--- config.mk ---
export PLATFORM = sky130hd
export DESIGN_NAME = uart_tx_queue_flat
export DESIGN_NICKNAME = d
export VERILOG_FILES = /design/src/rtl/uart_tx_pkg.sv /design/src/rtl/uart_tx_queue_if.sv /design/src/rtl/uart_byte_fifo.sv /design/src/rtl/uart_tx_queue.sv /design/src/flat_wrapper.sv
export SDC_FILE = /design/constraint.sdc
export NUM_CORES = 1
export LEC_CHECK = 0
export ABC_CLOCK_PERIOD_IN_PS = 2600
export BUFFER_PORTS_ARGS = -buffer_cell sky130_fd_sc_hd__buf_2
export CORE_ASPECT_RATIO = 1.2
export CORE_MARGIN = 3
export CORE_UTILIZATION = 30
export DETAILED_ROUTE_END_ITERATION = 6
export PLACE_DENSITY = 0.53
export SKIP_CTS_REPAIR_TIMING = 1
export SYNTH_ARGS = -nofsm -noshare
export SYNTH_HDL_FRONTEND = slang
export SYNTH_SLANG_ARGS = --single-unit
--- constraint.sdc ---
create_clock -name CLK -period 2.6 [get_ports CLK]
set_input_delay 0.13 -clock CLK [delete_from_list [all_inputs] [get_ports CLK]]
set_output_delay 0.13 -clock CLK [all_outputs]
set_load 0.01 [all_outputs]
--- src/rtl/uart_tx_pkg.sv ---
// Shared definitions for the UART transmit queue: drain FSM encoding,
// default sizing and the TXD register address decoded by the parent.
package uart_tx_pkg;

  typedef enum logic [1:0] {
    IDLE      = 2'd0,
    WAIT_BUSY = 2'd1,
    WAIT_DONE = 2'd2
  } tx_state_e;

  localparam int DEF_DEPTH        = 16;
  localparam int DEF_AW           = 4;
  localparam int DEF_BUSY_TIMEOUT = 4;

  localparam logic [31:0] TXD_ADDR = 32'h40000018;

endpackage

--- src/rtl/uart_tx_queue_if.sv ---
// CPU push path and sender handshake of the UART transmit queue.
// master = CPU/sender side, slave = the queue itself.
interface uart_tx_queue_if
  import uart_tx_pkg::*;
#(
    parameter int AW = DEF_AW
);
    logic          wr;
    logic [7:0]    wdata;
    logic          full;
    logic          empty;
    logic [AW:0]   level;
    logic [7:0]    tx_data;
    logic          tx_en;
    logic          tx_status;

    modport master (
        output wr, wdata, tx_status,
        input  full, empty, level, tx_data, tx_en
    );

    modport slave (
        input  wr, wdata, tx_status,
        output full, empty, level, tx_data, tx_en
    );
endinterface

--- src/rtl/uart_byte_fifo.sv ---
// Single-clock byte FIFO with registered occupancy flags and a sticky
// overflow flag for pushes attempted while full.
module uart_byte_fifo
  import uart_tx_pkg::*;
#(
    parameter int DEPTH = DEF_DEPTH,
    parameter int AW    = DEF_AW
) (
    input  logic          CLK,
    input  logic          Reset_n,
    input  logic          wr,
    input  logic [7:0]    wdata,
    input  logic          rd,
    input  logic          clr_flags,
    output logic [7:0]    rdata,
    output logic          full,
    output logic          empty,
    output logic          empty_nxt,
    output logic [AW:0]   level,
    output logic          overflow
);
    localparam logic [AW:0] FULL_LVL = (AW + 1)'(DEPTH);

    logic [7:0]    mem [DEPTH];
    logic [AW-1:0] wr_ptr;
    logic [AW-1:0] rd_ptr;
    logic [AW:0]   level_n;
    logic          push;
    logic          pop;

    // Full is the registered flag, so a push is refused even when a pop
    // frees a slot on the same edge.
    assign push = wr & ~full;
    assign pop  = rd & ~empty;

    always_comb begin
        level_n = level;
        if (push && !pop)
            level_n = level + 1'b1;
        else if (pop && !push)
            level_n = level - 1'b1;
    end

    assign empty_nxt = (level_n == '0);
    assign rdata     = mem[rd_ptr];

    always_ff @(posedge CLK) begin
        if (push)
            mem[wr_ptr] <= wdata;
    end

    always_ff @(posedge CLK or negedge Reset_n) begin
        if (!Reset_n) begin
            wr_ptr   <= '0;
            rd_ptr   <= '0;
            level    <= '0;
            full     <= 1'b0;
            empty    <= 1'b1;
            overflow <= 1'b0;
        end else begin
            if (push)
                wr_ptr <= wr_ptr + 1'b1;
            if (pop)
                rd_ptr <= rd_ptr + 1'b1;
            level <= level_n;
            full  <= (level_n == FULL_LVL);
            empty <= empty_nxt;
            if (wr && full)
                overflow <= 1'b1;
            else if (clr_flags)
                overflow <= 1'b0;
        end
    end
endmodule

--- src/rtl/uart_tx_queue.sv ---
// UART transmit queue: byte FIFO drained by an FSM that hands one byte at a
// time to the sender and holds it stable until the frame completes.
module uart_tx_queue
  import uart_tx_pkg::*;
#(
    parameter int DEPTH        = DEF_DEPTH,
    parameter int AW           = DEF_AW,
    parameter int BUSY_TIMEOUT = DEF_BUSY_TIMEOUT
) (
    input  logic            CLK,
    input  logic            Reset_n,
    uart_tx_queue_if.slave  bus,
    input  logic            clr_flags,
    output logic            overflow,
    output logic            tx_err,
    output logic            idle
);
    localparam int             CW       = $clog2(BUSY_TIMEOUT + 1);
    localparam logic [CW-1:0]  TMO_LOAD = CW'(BUSY_TIMEOUT);

    tx_state_e     state, state_n;
    logic [CW-1:0] cnt, cnt_n;
    logic [7:0]    tx_data_q, tx_data_n;
    logic          tx_en_q, tx_en_n;
    logic          pop;
    logic          tmo;
    logic [7:0]    fifo_rdata;
    logic          fifo_full;
    logic          fifo_empty;
    logic          fifo_empty_nxt;
    logic [AW:0]   fifo_level;

    uart_byte_fifo #(
        .DEPTH (DEPTH),
        .AW    (AW)
    ) u_fifo (
        .CLK       (CLK),
        .Reset_n   (Reset_n),
        .wr        (bus.wr),
        .wdata     (bus.wdata),
        .rd        (pop),
        .clr_flags (clr_flags),
        .rdata     (fifo_rdata),
        .full      (fifo_full),
        .empty     (fifo_empty),
        .empty_nxt (fifo_empty_nxt),
        .level     (fifo_level),
        .overflow  (overflow)
    );

    assign bus.full    = fifo_full;
    assign bus.empty   = fifo_empty;
    assign bus.level   = fifo_level;
    assign bus.tx_data = tx_data_q;
    assign bus.tx_en   = tx_en_q;

    always_comb begin
        state_n   = state;
        cnt_n     = cnt;
        tx_data_n = tx_data_q;
        tx_en_n   = 1'b0;
        pop       = 1'b0;
        tmo       = 1'b0;
        case (state)
            IDLE: begin
                if (!fifo_empty) begin
                    pop       = 1'b1;
                    tx_data_n = fifo_rdata;
                    tx_en_n   = 1'b1;
                    cnt_n     = TMO_LOAD;
                    state_n   = WAIT_BUSY;
                end
            end
            WAIT_BUSY: begin
                // The sender may take a cycle to go busy; give up on the byte
                // if it never does within the timeout window.
                if (!bus.tx_status) begin
                    state_n = WAIT_DONE;
                end else if (cnt <= CW'(1)) begin
                    tmo     = 1'b1;
                    cnt_n   = '0;
                    state_n = IDLE;
                end else begin
                    cnt_n = cnt - 1'b1;
                end
            end
            WAIT_DONE: begin
                if (bus.tx_status)
                    state_n = IDLE;
            end
            default: state_n = IDLE;
        endcase
    end

    always_ff @(posedge CLK or negedge Reset_n) begin
        if (!Reset_n) begin
            state     <= IDLE;
            cnt       <= '0;
            tx_data_q <= 8'h00;
            tx_en_q   <= 1'b0;
            tx_err    <= 1'b0;
            idle      <= 1'b1;
        end else begin
            state     <= state_n;
            cnt       <= cnt_n;
            tx_data_q <= tx_data_n;
            tx_en_q   <= tx_en_n;
            if (tmo)
                tx_err <= 1'b1;
            else if (clr_flags)
                tx_err <= 1'b0;
            // Built from next-state values so idle tracks empty & IDLE exactly.
            idle <= fifo_empty_nxt & (state_n == IDLE);
        end
    end
endmodule

--- src/flat_wrapper.sv ---
// flat-port wrapper written by rule: the top's interface ports become plain ports
module uart_tx_queue_flat import uart_tx_pkg::*;
#(
    parameter int DEPTH        = DEF_DEPTH,
    parameter int AW           = DEF_AW,
    parameter int BUSY_TIMEOUT = DEF_BUSY_TIMEOUT
)
  (CLK, Reset_n, clr_flags, overflow, tx_err, idle, bus_wr, bus_wdata, bus_tx_status, bus_full, bus_empty, bus_level, bus_tx_data, bus_tx_en);
  uart_tx_queue_if #(.AW(AW)) bus_i ();
  input  logic CLK;
  input  logic Reset_n;
  input  logic clr_flags;
  output logic overflow;
  output logic tx_err;
  output logic idle;
  input wire logic [$bits(bus_i.wr)-1:0] bus_wr;
  input wire logic [$bits(bus_i.wdata)-1:0] bus_wdata;
  input wire logic [$bits(bus_i.tx_status)-1:0] bus_tx_status;
  output wire logic [$bits(bus_i.full)-1:0] bus_full;
  output wire logic [$bits(bus_i.empty)-1:0] bus_empty;
  output wire logic [$bits(bus_i.level)-1:0] bus_level;
  output wire logic [$bits(bus_i.tx_data)-1:0] bus_tx_data;
  output wire logic [$bits(bus_i.tx_en)-1:0] bus_tx_en;
  assign bus_i.wr = bus_wr;
  assign bus_i.wdata = bus_wdata;
  assign bus_i.tx_status = bus_tx_status;
  assign bus_full = bus_i.full;
  assign bus_empty = bus_i.empty;
  assign bus_level = bus_i.level;
  assign bus_tx_data = bus_i.tx_data;
  assign bus_tx_en = bus_i.tx_en;
  uart_tx_queue #(.DEPTH(DEPTH), .AW(AW), .BUSY_TIMEOUT(BUSY_TIMEOUT)) u_core (.CLK(CLK), .Reset_n(Reset_n), .bus(bus_i), .clr_flags(clr_flags), .overflow(overflow), .tx_err(tx_err), .idle(idle));
endmodule
Yosys cells after proc, flatten, opt, wreduce, memory -nomap -nowiden
Memories as Yosys holds them, arrays and structs flattened. A register that Yosys moved wholly into a read port is not among the register bits.
Index checks and enable logic that the tools add are counted.
Widths: inputs -> output; s select.
- register bits: 24
- RAM bits: 128
- bits of input ports: 13
- output and inout bits: 19
- memories kept: 1
- add/subtract/negate cells: 5
- $lt $le $gt $ge: 1
- equal/unequal tests: 5
- multiplexer cells: 21
- bitwise operators: 5
- reduce and logical (&&, ||, !) cells: 14
- memories (memory ; depth ; width ; read ports ; clocked after memory_dff ; wr ports ; RTL line ; RTL):
    u_core.u_fifo.mem ; 16 ; 8 ; 1 ; 1 ; 1 ; uart_byte_fifo.sv:24 ; logic [7:0] mem [DEPTH];
- operators with widths (kind ; count):
    $mux 1 ; 10
    $mux 5 ; 2
    $mux 3 ; 3
    $add 4x1->4 const B ; 2
    $mux 2 ; 4
    $pmux 2 s3 ; 1
    $pmux 3 s2 ; 1
    $reduce_bool 2->1 ; 3
    $add 5x1->5 const B ; 1
    $eq 5x5->1 const B ; 1
    $logic_not 5->1 ; 1
    $sub 5x1->5 const B ; 1
    $logic_not 2->1 ; 2
    $ne 2x2->1 const B ; 2
    $and 1x1->1 ; 3
    $le 3x1->1 const B ; 1
    $logic_and 1x1->1 ; 3
    $logic_not 1->1 ; 3
    $reduce_and 3->1 ; 1
    $sub 3x1->3 const B ; 1
    $eq 2x1->1 const B ; 1
    $eq 2x2->1 const B ; 1
    $not 1->1 ; 2
    $reduce_and 2->1 ; 1

Depth between registers and ports, before layout
Gate-level depths: netlist (run 1).
- depth in word-level cells: 8
- depth in mapped cells: 8
- gate-level depth less buffers: 8

Hierarchy
From an unflattened synthesis (run 1), not the netlist that was laid out.
- cells, all modules: 355
- area, all modules: 6506.2 µm²
- modules (own cells, without submodules) (module ; times used ; cells an instance ; area an instance (µm²) ; sequential area each (µm²)):
    uart_byte_fifo ; 1 ; 297 ; 5776.8 ; 4245.3
    uart_tx_queue ; 1 ; 58 ; 729.4 ; 401.6

Least setup slack after synthesis (run 1)
OpenSTA, ideal clock, no wires.
- kind: reg-to-reg
- from: reg u_core.u_fifo.level[0]
- to: reg u_core.idle
- data arrival time: 1915 ps
- path slack: 609 ps
- cell stages (with the launch flop): 8
- buffers on the path: 0
- period minus slack after synthesis: 1991 ps
- path through: dfrtp_1 inv_1 ha_1 or4b_2 o22ai_1 xnor2_1 o221ai_2 nor3_2
- word-level cells in the longest chain between the ends: 5
- elaborated cells on any way between the ends: 6
- classes of those cells: add/sub: 2; mux: 2; bitwise: 1; reduce/logical: 1
- RTL lines (what ; RTL line ; RTL):
    start: declaration ; uart_byte_fifo.sv:19 ; output logic [AW:0] level,
    start signal: assignment ; uart_byte_fifo.sv:65 ; level <= level_n;
    $sub 5x1->5 ; uart_byte_fifo.sv:41 ; level_n = level - 1'b1;
    $mux 5 ; uart_byte_fifo.sv:40 ; else if (pop && !push)
    $mux 5 (*) ; uart_byte_fifo.sv:38 ; if (push && !pop)
    $logic_not 5->1 (*) ; uart_byte_fifo.sv:44 ; assign empty_nxt = (level_n == '0);
    $and 1x1->1 (*) ; uart_tx_queue.sv:113 ; idle <= fifo_empty_nxt & (state_n == IDLE);
    end signal: assignment ; uart_tx_queue.sv:113 ;
    end: declaration ; uart_tx_queue.sv:16 ; output logic idle
Every way passes the cells marked *; elsewhere a longest branch is shown, timed or not.
A chain may end at the register's enable or synchronous reset.

Worst setup path in the final report (run 1)
- from: reg u_core.state[0]
- to: reg u_core.tx_data_q[7], in the netlist u_core.bus.tx_data[7] (read register of u_core.u_fifo.mem)
- word-level cells in the longest chain between the ends: 2
- RTL lines (what ; RTL line ; RTL):
    start: declaration ; uart_tx_queue.sv:21 ; tx_state_e state, state_n;
    start signal: assignment ; uart_tx_queue.sv:104 ; state <= state_n;
    $logic_not 2->1 ; uart_tx_queue.sv:64 ; case (state)
    $reduce_and 2->1 (no line) ; -- ;
    end: declaration ; uart_tx_queue.sv:23 ; logic [7:0] tx_data_q, tx_data_n;
Every way passes these cells.

==> implementation parameters, run 1 <==
Parameter                              Value

Clock network
  CTS tree ... built
  Clock sinks ... 160
  Latest clock arrival within the worst-skew pair ... 0.42 ns
  H-tree depth ... 4
  Clock buffer count from CTS ... 17
  Clock tree root buffer cell ... clkbuf_16
  Register clock-pin slew on the reported worst setup and hold paths ... 0.06 ns
  Number of buffers between clock root and the deepest sink ... 2

Die
  Boundary pin count ... 32
  Placeable core region ... 21,200 µm²
  Placement row count ... 58
  Full die area ... roughly 24,000 µm²
  Initial core utilization ... a little under a third
  Horizontal die dimension ... 141 µm
  Vertical die dimension ... 168 µm

Worst setup path
  Critical Path Fanout Max ... 17
  Cell seen most often among critical-path stages ... a21oi_1
  Number of cells on the critical path ... 7
  Nature of the critical path startpoint ... flop
  Kind of end point of the critical path ... flop
  Cell chain of the critical path ... or3_4 -> inv_1 -> buf_4 -> nand2b_1 -> a21oi_1 -> a21oi_1 -> o21ai_0
  WS Path Type ... reg2reg
  Master of the slowest instance on the critical path ... or3_4
  R2R cell count ... 7
  Required time worst endpoint ... 2.94 ns
  Top Family by Delay on Critical Path ... simple AND/OR/NAND/NOR gates
  Buffer and inverter count on the worst path ... 2
  Crit-path max cell delay ... 0.54 ns
  Worst EP arrival ... about 2.4 ns

Power and ir drop
  Switching power summed over all nets ... between 2000 and 3000 µW
  Worst IR Drop VDD ... 0.485 mV
  Share of total power in sequential cells ... 41.7%
  Design Power ... 8640 µW
  Fraction of power spent switching nets ... 33.0%
  Internal power consumption ... 5790 µW
  Fraction of power consumed by the clock network ... 29.0%
  Part of the total power dissipated in combinational logic ... 29.3%
  Leakage component of the power ... between 0.002 and 0.003 µW
  Ratio of total power to cell area ... 1130 nW/µm²

Timing
  Maximum operating frequency ... 0.480 GHz
  Clk_skew ... 0.00670 ns
  Actual slew at the worst max-slew pin ... 0.806 ns
  Final Hold Slack ... -0.00889 ns
  Relative max-transition margin ... 46.3%
  Final Hold Violating Endpoints ... 1
  Number of pins with negative max-slew slack in the final report ... 0
  Setup-violating endpoint count in the final report ... 0
  Setup repair after global routing missed its margin ... false
  Fin crit share ... 80.1%
  Final total negative setup slack ... 0 ns
  Shortest period the worst path allows ... 2.08 ns

Final layout
  Final design instance area without fill ... 7640 µm²
  Number of inserted filler cells in the final layout ... 2,002
  Nets ... 454
  Share of cells above drive strength 1 ... 25.4%
  Area growth from synthesis to layout ... 17.1%
  N_diodes ... 0
  Final core utilization ... 36.1%

Worst hold path
  Type of the worst min-delay path ... in2reg
  Worst Hold Path Cells ... 3

Synthesis
  Number of distinct library cell variants in the gate-level netlist after synthesis ... 49
  Mean post-synth cell area ... 16.8 µm²
  Most instantiated flip-flop cell in the synthesis netlist ... edfxtp_1
  Async SR Flop Fraction ... roughly a fifth
  Number of nets produced by synthesis ... 410
  Area of the mapped netlist ... 6520 µm²
  Yosys warning count ... 0
  Number of enable flip-flop cells after synthesis ... 128
  Register bit count reported by yosys ... 160
  Post-Synthesis Cells ... 388
  Proportion of synthesized chip area in sequential cells ... 71.2%

Placed design
  Post-placement cell area ... approximately 7000 µm²
  Routability cong. ... 0.770
  Detailed-placement wirelength estimate ... a little over 9000 µm
  Count of buffers inserted at the top-level ports ... 31

Status
  Outcome ... finished with violations
  Violated checks ... negative hold slack

Route
  First-pass iteration count of the detailed router ... 4
  Average via count per standard cell ... about 4.8
  Wirelength per Cell ... 19.4 µm
  Total length of routed wires ... 13,900 µm
  Via total after detailed routing ... between 3,000 and 4,000
  Antenna viol nets, final ... 0
  Remaining DRCs ... 0
  Count of routing violations after the opening detailed-route iteration ... 217

Global routing
  Largest net degree at the start of global routing ... 35
  Global-route total usage across every layer ... 12.2%
  Number of antenna violations at the first check in global routing ... 0
  Total overflow reported by the global router ... 0
  Number of global-route vias before repair ... 3,635
  Global-route wire length before repair ... 21,500 µm

Job
  Max Cap Violations ... 0
## worst min-delay path, stage by stage
cell	delay, ns
buf_2	0.11
nand2_1	0.06
o21ai_0	0.07
## cell families (layout without fill, tap and decap cells)
family / count (synthesis) / count (layout) / synth area share, %
AO/OA/AOI/OAI: 51 / 51 / 4.78
XOR/XNOR: 10 / 10 / 1.34
adder cells (fa/ha/maj): 9 / 9 / 1.73
buffers and inverters: 30 / 87 / 2.07
flip-flops: 160 / 160 / 71.2
multiplexers: 41 / 41 / 11.7
AND/OR/NAND/NOR: 87 / 87 / 7.17
## cell usage in the layout, fill, tap and decap left out, types with 3 or more instances in the layout
master	Yosys	routed
clkbuf_16	0	17
nand2b_1	4	4
nor3_1	3	3
mux2i_1	12	12
nor2_1	13	13
buf_4	0	5
nand2_1	26	26
dlygate4sd3_1	0	3
inv_6	0	7
inv_1	12	12
ha_1	9	9
nor2b_1	3	3
buf_2	6	31
mux4_2	28	28
xnor2_1	9	9
o21ai_0	16	16
a21oi_1	18	18
nand3_1	3	3
edfxtp_1	128	128
and3_1	4	4
and2_1	16	16
dfrtp_1	30	28
a31oi_1	4	4
## power groups by stage
| stage | sequential [µW] | clock, µW | combinational, µW |
|---|---|---|---|
| 2_1_floorplan | 3500 | 0 | 1840 |
| 3_3_place_gp | 3650 | 0 | 2540 |
| 3_5_place_dp | 3670 | 0 | 2570 |
| 4_1_cts | 3620 | 2540 | 2580 |
| 5_1_grt | 3670 | 2660 | 2780 |
| 6_report | 3600 | 2500 | 2530 |
## flip-flops by register name (all words and copies together), names as in the netlist
name / count
u_core.bus.tx_data: 8
u_core.bus.tx_en: 1
u_core.cnt: 3
u_core.idle: 1
u_core.state: 2
u_core.tx_err: 1
u_core.u_fifo.empty: 1
u_core.u_fifo.full: 1
u_core.u_fifo.level: 5
u_core.u_fifo.mem: 128
u_core.u_fifo.overflow: 1
u_core.u_fifo.rd_ptr: 4
u_core.u_fifo.wr_ptr: 4
## final timing paths
check | from | end | slack, ns
worst min-delay path | bus_wr | u_core.u_fifo.overflow | -0.009
max in group asynchronous | Reset_n | u_core.u_fifo.rd_ptr[0] | 1.69
worst min register to register | u_core.cnt[1] | u_core.cnt[1] | 0.50
min in group asynchronous | Reset_n | u_core.u_fifo.level[1] | 0.33
worst max-delay path | u_core.state[0] | u_core.bus.tx_data[7] | 0.52
worst max register to register | u_core.state[0] | u_core.bus.tx_data[7] | 0.52
## area by class of cell
class                           instances  area, µm²  share of cell area, %
Multi-Input combinational cell        198       1740                   22.8
Timing Repair Buffer                   41        263                   3.44
Sequential cell                       160       4650                   60.9
Inverter                               14       52.6                  0.688
Clock inverter                         15        170                   2.23
Tap cell                              270        338                   4.42
Clock buffer                           17        425                   5.57
## routing by layer
| layer | global-route usage [%] | vias up | share of wire [%] |
|---|---|---|---|
| met4 | 4.93 | 0 | 2.1 |
| met5 | 0 | - | 0 |
| li1 | - | 1581 | - |
| met2 | 21.1 | 72 | 53 |
| met1 | 14.6 | 1780 | 42 |
| met3 | 2.74 | 18 | 3.7 |
## synth_stat cells (3+ instances only)
cell / number / share of area [%]
edfxtp_1: 128 / 59
dfrtp_1: 30 / 12
mux4_2: 28 / 9.7
nand2_1: 26 / 1.5
a21oi_1: 18 / 1.4
and2_1: 16 / 1.5
o21ai_0: 16 / 1.2
nor2_1: 13 / 0.75
inv_1: 12 / 0.69
mux2i_1: 12 / 1.8
ha_1: 9 / 1.7
xnor2_1: 9 / 1.2
buf_2: 6 / 0.46
clkbuf_1: 5 / 0.29
a31oi_1: 4 / 0.38
and3_1: 4 / 0.38
nand2b_1: 4 / 0.38
buf_1: 3 / 0.17
nand3_1: 3 / 0.23
nor2b_1: 3 / 0.29
nor3_1: 3 / 0.23
## per-stage QoR
step / cells / setup slack, ns
final: 715 / 0.516
after global routing: 715 / 0.358
after CTS: 712 / 0.503
after detailed placement: 680 / 0.522
after global placement: 680 / 0.536
after floorplan: 388 / 0.609
Power figures use the tool's default switching activity.
==> run 2, diff against run 1 <==
--- a/config.mk
+++ b/config.mk
@@ -5,7 +5,8 @@
 export SDC_FILE = /design/constraint.sdc
 export NUM_CORES = 1
 export LEC_CHECK = 0
-export ABC_CLOCK_PERIOD_IN_PS = 2600
+export ABC_AREA = 1
+export ABC_CLOCK_PERIOD_IN_PS = 2000
 export BUFFER_PORTS_ARGS = -buffer_cell sky130_fd_sc_hd__buf_2
 export CORE_ASPECT_RATIO = 1.2
 export CORE_MARGIN = 3
==> constraint.sdc (replaced) <==
create_clock -name CLK -period 2 [get_ports CLK]
set_input_delay 0.1 -clock CLK [delete_from_list [all_inputs] [get_ports CLK]]
set_output_delay 0.1 -clock CLK [all_outputs]
set_load 0.01 [all_outputs]
==> run 2 against run 1 <==
Against the previous run:
- the run now ends clean
- setup slack worse by 0.12 ns
- register-to-register slack worse by 0.12 ns
- combinational power up 63%
- synthesized area up 3.4%
- via count up 31%
- sequential cell count is the same
- non-clock buffer count increased by 16
- clock power increased by 23%
- clock skew grew 0.0025 ns
- sequential share of layout area shrank 1.9 points
- critical path type unchanged
- critical endpoint is now u_core.cnt[2]
- largest cell class unchanged
==> implementation parameters, run 2 <==
Parameter                              Value

Status
  Outcome ... completed

Synthesis
  Cell taking the most area after synthesis ... edfxtp_1
  Share of the synthesized area in the top cell type ... 57.0%
  Async SR Flop Fraction ... 20.0%
  Biggest area contributors in the synthesized netlist ... edfxtp_1, dfrtp_1, nand2_1, nand3_1, nor2_1
  Number of enable flip-flop cells after synthesis ... approximately 130
  Mean post-synth cell area ... 11.2 µm²
  Number of distinct library cell variants in the gate-level netlist after synthesis ... 31
  Yosys warning count ... 0
  Ranking of synthesized cells by instance count ... nand2_1, edfxtp_1, nand3_1
  Most instantiated flip-flop cell in the synthesis netlist ... edfxtp_1
  Area of the mapped netlist ... 6740 µm²
  Post-Synthesis Cells ... 603
  Most common cell in the netlist ... nand2_1
  Number of nets produced by synthesis ... 625
  Proportion of synthesized chip area in sequential cells ... 68.9%
  Register bit count reported by yosys ... 160

Final layout
  Share of cells above drive strength 1 ... 16.6%
  Nets ... 673
  Final design instance area without fill ... approximately 8000 µm²
  N_diodes ... 0
  Area growth from synthesis to layout ... 17.0%
  Commonest non-fill, non-tap cells in the layout ... nand2_1, edfxtp_1, nand3_1
  Most common cell after layout, fill and taps aside ... nand2_1
  Max FFs per register ... 128
  Largest register by flop count ... u_core.u_fifo.mem

Route
  Count of routing violations after the opening detailed-route iteration ... 461
  Total length of routed wires ... around 16,000 µm
  Average via count per standard cell ... 4.82
  Antenna viol nets, final ... 0
  Remaining DRCs ... 0
  Wirelength per Cell ... 17.6 µm
  First-pass iteration count of the detailed router ... 6
  Via total after detailed routing ... 4,525

Timing
  Final Hold Violating Endpoints ... 0
  Maximum operating frequency ... about 0.62 GHz
  Shortest period the worst path allows ... ~1.6 ns
  Relative max-transition margin ... between 40 and 50%
  Setup repair after global routing missed its margin ... false
  Actual slew at the worst max-slew pin ... roughly 0.8 ns
  Setup-violating endpoint count in the final report ... 0
  Fin crit share ... roughly four fifths
  Final total negative setup slack ... 0 ns
  Clk_skew ... about 0.009 ns
  Number of pins with negative max-slew slack in the final report ... 0
  Final Hold Slack ... approximately 0.11 ns

Global routing
  Number of global-route vias before repair ... roughly 4,600
  Largest net degree at the start of global routing ... 67
  Global-route total usage across every layer ... 14.1%
  Total overflow reported by the global router ... 0
  Number of antenna violations at the first check in global routing ... 0
  Global-route wire length before repair ... between 20,000 and 30,000 µm

Die
  Initial core utilization ... between 30% and 40%
  Placeable core region ... 21,900 µm²
  Placement row count ... 59
  Boundary pin count ... 32
  Full die area ... between 20,000 and 25,000 µm²
  Vertical die dimension ... around 170 µm
  Horizontal die dimension ... 143 µm

Worst hold path
  Type of the worst min-delay path ... in2reg

Clock network
  Number of buffers between clock root and the deepest sink ... 2
  Clock sinks ... 160
  CTS tree ... built
  H-tree depth ... 4
  Clock buffer count from CTS ... 17
  Clock tree root buffer cell ... clkbuf_16
  Register clock-pin slew on the reported worst setup and hold paths ... 0.06 ns
  Latest clock arrival within the worst-skew pair ... between 0.4 and 0.5 ns

Placed design
  Post-placement cell area ... 7280 µm²
  Detailed-placement wirelength estimate ... 10,800 µm
  Routability cong. ... 0.814
  Count of buffers inserted at the top-level ports ... 31

Worst setup path
  Nature of the critical path startpoint ... flop
  WS Path Type ... reg2reg
  Critical Path Fanout Max ... 16
  Worst EP arrival ... 1.91 ns
  Kind of end point of the critical path ... flop
  Required time worst endpoint ... 2.30 ns

Power and ir drop
  Design Power ... 11,700 µW
  Worst IR Drop VDD ... 0.815 mV
  Leakage component of the power ... 0.00310 µW
  Ratio of total power to cell area ... 1480 nW/µm²

Job
  Max Cap Violations ... 0
run 2: cell types whose count changed in the layout (fill, tap and decap cells not counted), moves of 13 or more:
cell,before,now
nand2_1,26,186
nand3_1,3,103
mux4_2,28,0
nor2_1,13,31
and2_1,16,0
buf_4,5,20
o21ai_0,16,3
run 2: layer usage:
layer / part of all wire (%) / track usage, % / vias up
li1: - / - / 2158
met1: 44 / 18.2 / 2215
met2: 49 / 22.9 / 122
met3: 3.7 / 2.75 / 30
met4: 3.7 / 6.90 / 0
met5: 0 / 0 / -
run 2: power by group:
group,total (µW),internal (µW),leakage [µW],switching (µW)
clock,3070,1720,0.000273,1350
sequential,4510,4170,0.00154,342
combinational,4120,1300,0.00129,2820
run 2: logic make-up (layout without fill, tap and decap cells):
group	Yosys count	after routing	share of synthesized area [%]
DFF	160	160	68.9
AOI/OAI and AO/OA	26	26	2.00
buffers and inverters	56	117	3.75
xor gates and xnor gates	8	8	1.04
adders and majority gates	9	9	1.67
and+or+nand+nor	344	344	22.6
run 2: per-stage QoR:
step	utilization [%]	std cells	setup WS, ns
finish	36.0	938	0.394
CTS	35.8	934	0.379
global placement	33.2	902	0.421
detailed placement	33.2	902	0.392
global route	36.0	938	0.257
floorplan	-	603	0.343
run 2: layout make-up:
cell class                      count  area, µm²
Clock inverter                     15        136
Clock buffer                       17        425
Multi-Input combinational cell    387       1840
Inverter                           28        105
Sequential cell                   160       4650
Tap cell                          274        343
Fill cell                        2086      14000
Timing Repair Buffer               57        385
run 2: worst paths after layout:
check | startpoint | cells past startpoint | slack [ns] | endpoint
setup reg to reg | u_core.u_fifo.empty | 7 | 0.39 | u_core.cnt[2]
hold / removal | bus_wr | 5 | 0.11 | u_core.u_fifo.wr_ptr[3]
setup / recovery | u_core.u_fifo.empty | 7 | 0.39 | u_core.cnt[2]
max in group asynchronous | Reset_n | 2 | 1.15 | u_core.u_fifo.rd_ptr[0]
min in group asynchronous | Reset_n | 2 | 0.30 | u_core.cnt[1]
hold reg to reg | u_core.tx_err | 2 | 0.54 | u_core.tx_err
run 2: worst max-delay path, cell delays in order, from the launching register on:
cell,delay (ns)
dfstp_2,0.53
inv_1,0.08
nand2_4,0.21
inv_1,0.25
nor2_1,0.20
inv_1,0.08
nor2_1,0.09
a31oi_1,0.04
==> run 3, diff against run 2 <==
--- a/config.mk
+++ b/config.mk
@@ -6,13 +6,13 @@
 export NUM_CORES = 1
 export LEC_CHECK = 0
 export ABC_AREA = 1
-export ABC_CLOCK_PERIOD_IN_PS = 2000
+export ABC_CLOCK_PERIOD_IN_PS = 1450
 export BUFFER_PORTS_ARGS = -buffer_cell sky130_fd_sc_hd__buf_2
 export CORE_ASPECT_RATIO = 1.2
 export CORE_MARGIN = 3
 export CORE_UTILIZATION = 30
 export DETAILED_ROUTE_END_ITERATION = 6
-export PLACE_DENSITY = 0.53
+export PLACE_DENSITY = 0.54
 export SKIP_CTS_REPAIR_TIMING = 1
 export SYNTH_ARGS = -nofsm -noshare
 export SYNTH_HDL_FRONTEND = slang
==> constraint.sdc (replaced) <==
create_clock -name CLK -period 1.45 [get_ports CLK]
set_input_delay 0.0725 -clock CLK [delete_from_list [all_inputs] [get_ports CLK]]
set_output_delay 0.0725 -clock CLK [all_outputs]
set_load 0.01 [all_outputs]
==> run 3 against run 2 <==
Against the previous run:
- the flow now finishes with violations (negative setup slack)
- non-clock buffer count grew 26
- register-to-register slack got worse by 0.44 ns
- first-iteration DRC count fell by 23%
- global-route usage grew 0.13 points
- setup slack worse by 0.44 ns
- combinational power is 75% higher
- largest power group is now combinational cells
- sequential power rose by 37%
- power increased by 50%
- hold slack lost 0.042 ns
- final cell count increased by 2.8%
==> implementation parameters, run 3 (same netlist as run 2, synthesis figures left out) <==
Parameter                              Value

Clock network
  Number of buffers between clock root and the deepest sink ... 2
  Register clock-pin slew on the reported worst setup and hold paths ... 0.07 ns
  H-tree depth ... 4
  Clock sinks ... 160
  Clock buffer count from CTS ... 17
  CTS tree ... built
  Latest clock arrival within the worst-skew pair ... 0.42 ns
  Clock tree root buffer cell ... clkbuf_16

Die
  Initial core utilization ... 30.8%
  Vertical die dimension ... 170 µm
  Full die area ... approximately 24,000 µm²
  Horizontal die dimension ... 143 µm
  Placeable core region ... 21,900 µm²
  Boundary pin count ... 32
  Placement row count ... 59

Status
  Outcome ... finished with violations
  Violated checks ... negative setup slack

Final layout
  Area growth from synthesis to layout ... 26.4%
  Nets ... around 700
  Most common cell after layout, fill and taps aside ... nand2_1
  Sequential cell area ... roughly 4600 µm²
  Number of inserted filler cells in the final layout ... 2,053
  N_diodes ... 0
  Share of cells above drive strength 1 ... between 20 and 30%
  Area occupied by multi-input gates ... 2040 µm²
  Post-route insts no fill ... 964
  Max FFs per register ... 128
  Largest register by flop count ... u_core.u_fifo.mem
  Commonest non-fill, non-tap cells in the layout ... nand2_1, edfxtp_1, nand3_1

Global routing
  Largest net degree at the start of global routing ... 45
  Number of antenna violations at the first check in global routing ... 0
  Met1 demand-to-capacity share in global routing ... 17.0%
  Number of global-route vias before repair ... around 4,600
  Global-route wire length before repair ... 26,200 µm
  Total overflow reported by the global router ... 0
  Met3 usage in global routing ... under 10%
  Busiest layer in global routing ... met2
  Met2 global-route usage ... 25.6%
  Global-route total usage across every layer ... 14.3%

Worst hold path
  Type of the worst min-delay path ... in2reg
  Worst Hold Path Cells ... 1

Job
  Max Cap Violations ... 0

Worst setup path
  Number of cells on the critical path ... 9
  Top Family by Delay on Critical Path ... simple AND/OR/NAND/NOR gates
  WS Path Type ... reg2reg
  Buffer and inverter count on the worst path ... 2
  Critical Path Fanout Max ... 4
  R2R cell count ... 9
  Required time worst endpoint ... 1.82 ns
  Worst EP arrival ... ~1.9 ns
  Kind of end point of the critical path ... flop
  Master of the slowest instance on the critical path ... dfrtp_1
  Crit-path max cell delay ... between 0.4 and 0.5 ns
  Cell chain of the critical path ... buf_4 -> buf_4 -> nor3_1 -> nand2_1 -> nand2_1 -> nand3_2 -> nor2_4 -> nand3_2 -> nor2_2
  Nature of the critical path startpoint ... flop

Route
  Via total after detailed routing ... approximately 4,600
  Remaining DRCs ... 0
  First-pass iteration count of the detailed router ... 7
  Antenna viol nets, final ... 0
  Average via count per standard cell ... 4.79
  Total length of routed wires ... 16,700 µm
  Count of routing violations after the opening detailed-route iteration ... 353
  Wirelength per Cell ... 17.4 µm

Power and ir drop
  Ratio of total power to cell area ... 2060 nW/µm²
  Design Power ... 17,500 µW
  Leakage component of the power ... between 0.003 and 0.004 µW
  Worst IR Drop VDD ... 0.850 mV

Timing
  Relative max-transition margin ... between 40 and 50%
  Number of pins with negative max-slew slack in the final report ... 0
  Fin crit share ... 103%
  Clk_skew ... 0.0100 ns
  Setup repair after global routing missed its margin ... true
  Shortest period the worst path allows ... 1.50 ns
  Final Hold Violating Endpoints ... 0
  Actual slew at the worst max-slew pin ... ~0.78 ns
  Maximum operating frequency ... about 0.67 GHz
  Final total negative setup slack ... -0.586 ns
  Setup-violating endpoint count in the final report ... 41
  Least setup slack across all paths after layout ... -0.0494 ns

Placed design
  Detailed-placement wirelength estimate ... 11,400 µm
  Number of placed instances with taps included ... between 900 and 1,000
  Count of buffers inserted at the top-level ports ... 31
  Routability cong. ... 0.847
[run 3: cell types whose count changed in the layout (fill, tap and decap cells not counted), sizes merged]
cell	change
clkinvlp	+2
bufinv	-1
clkinv	-6
inv	+5
buf	+26
[run 3: stage by stage]
stage	hold WS (ns)	util [%]	cell area [µm²]	worst slack, ns
finish	0.0675	38.9	8520	-0.0494
CTS	-0.258	37.4	8210	-0.0488
global placement	0.188	34.9	7660	-0.0132
global route	0.0733	38.9	8520	-0.133
detailed placement	0.205	34.9	7660	-0.0320
floorplan	-0.223	-	6880	-0.00491
[run 3: worst paths after layout]
kind	startpoint	endpoint	slack, ns
worst max-delay path	u_core.u_fifo.level[0]	u_core.idle	-0.05
worst min-delay path	bus_wdata[4]	u_core.u_fifo.mem[3][4]	0.07
worst max register to register	u_core.u_fifo.level[0]	u_core.idle	-0.05
worst min register to register	u_core.tx_err	u_core.tx_err	0.53
max in group asynchronous	Reset_n	u_core.u_fifo.rd_ptr[0]	0.64
min in group asynchronous	Reset_n	u_core.bus.tx_en	0.27
[run 3: per-layer routing]
metal,up-vias,part of all wire (%),routed length [µm]
li1,2222,-,-
met1,2263,40,6710
met2,106,55,9150
met3,27,2.9,478
met4,0,2.4,398
met5,-,0,0
[run 3: layout make-up]
class                      count  area share (%)
sequential                   160            54.5
multi-input combinational    387            23.9
timing repair buffer          83            9.82
clock buffer                  17            4.99
tap                          274            4.02
clock inverter                15            1.45
inverter                      28            1.31
[run 3: where the power goes]
| part | internal (µW) | switching (µW) | total (µW) |
|---|---|---|---|
| Sequential | 5740 | 435 | 6180 |
| Combinational | 2730 | 4470 | 7200 |
| Clock | 2240 | 1910 | 4150 |
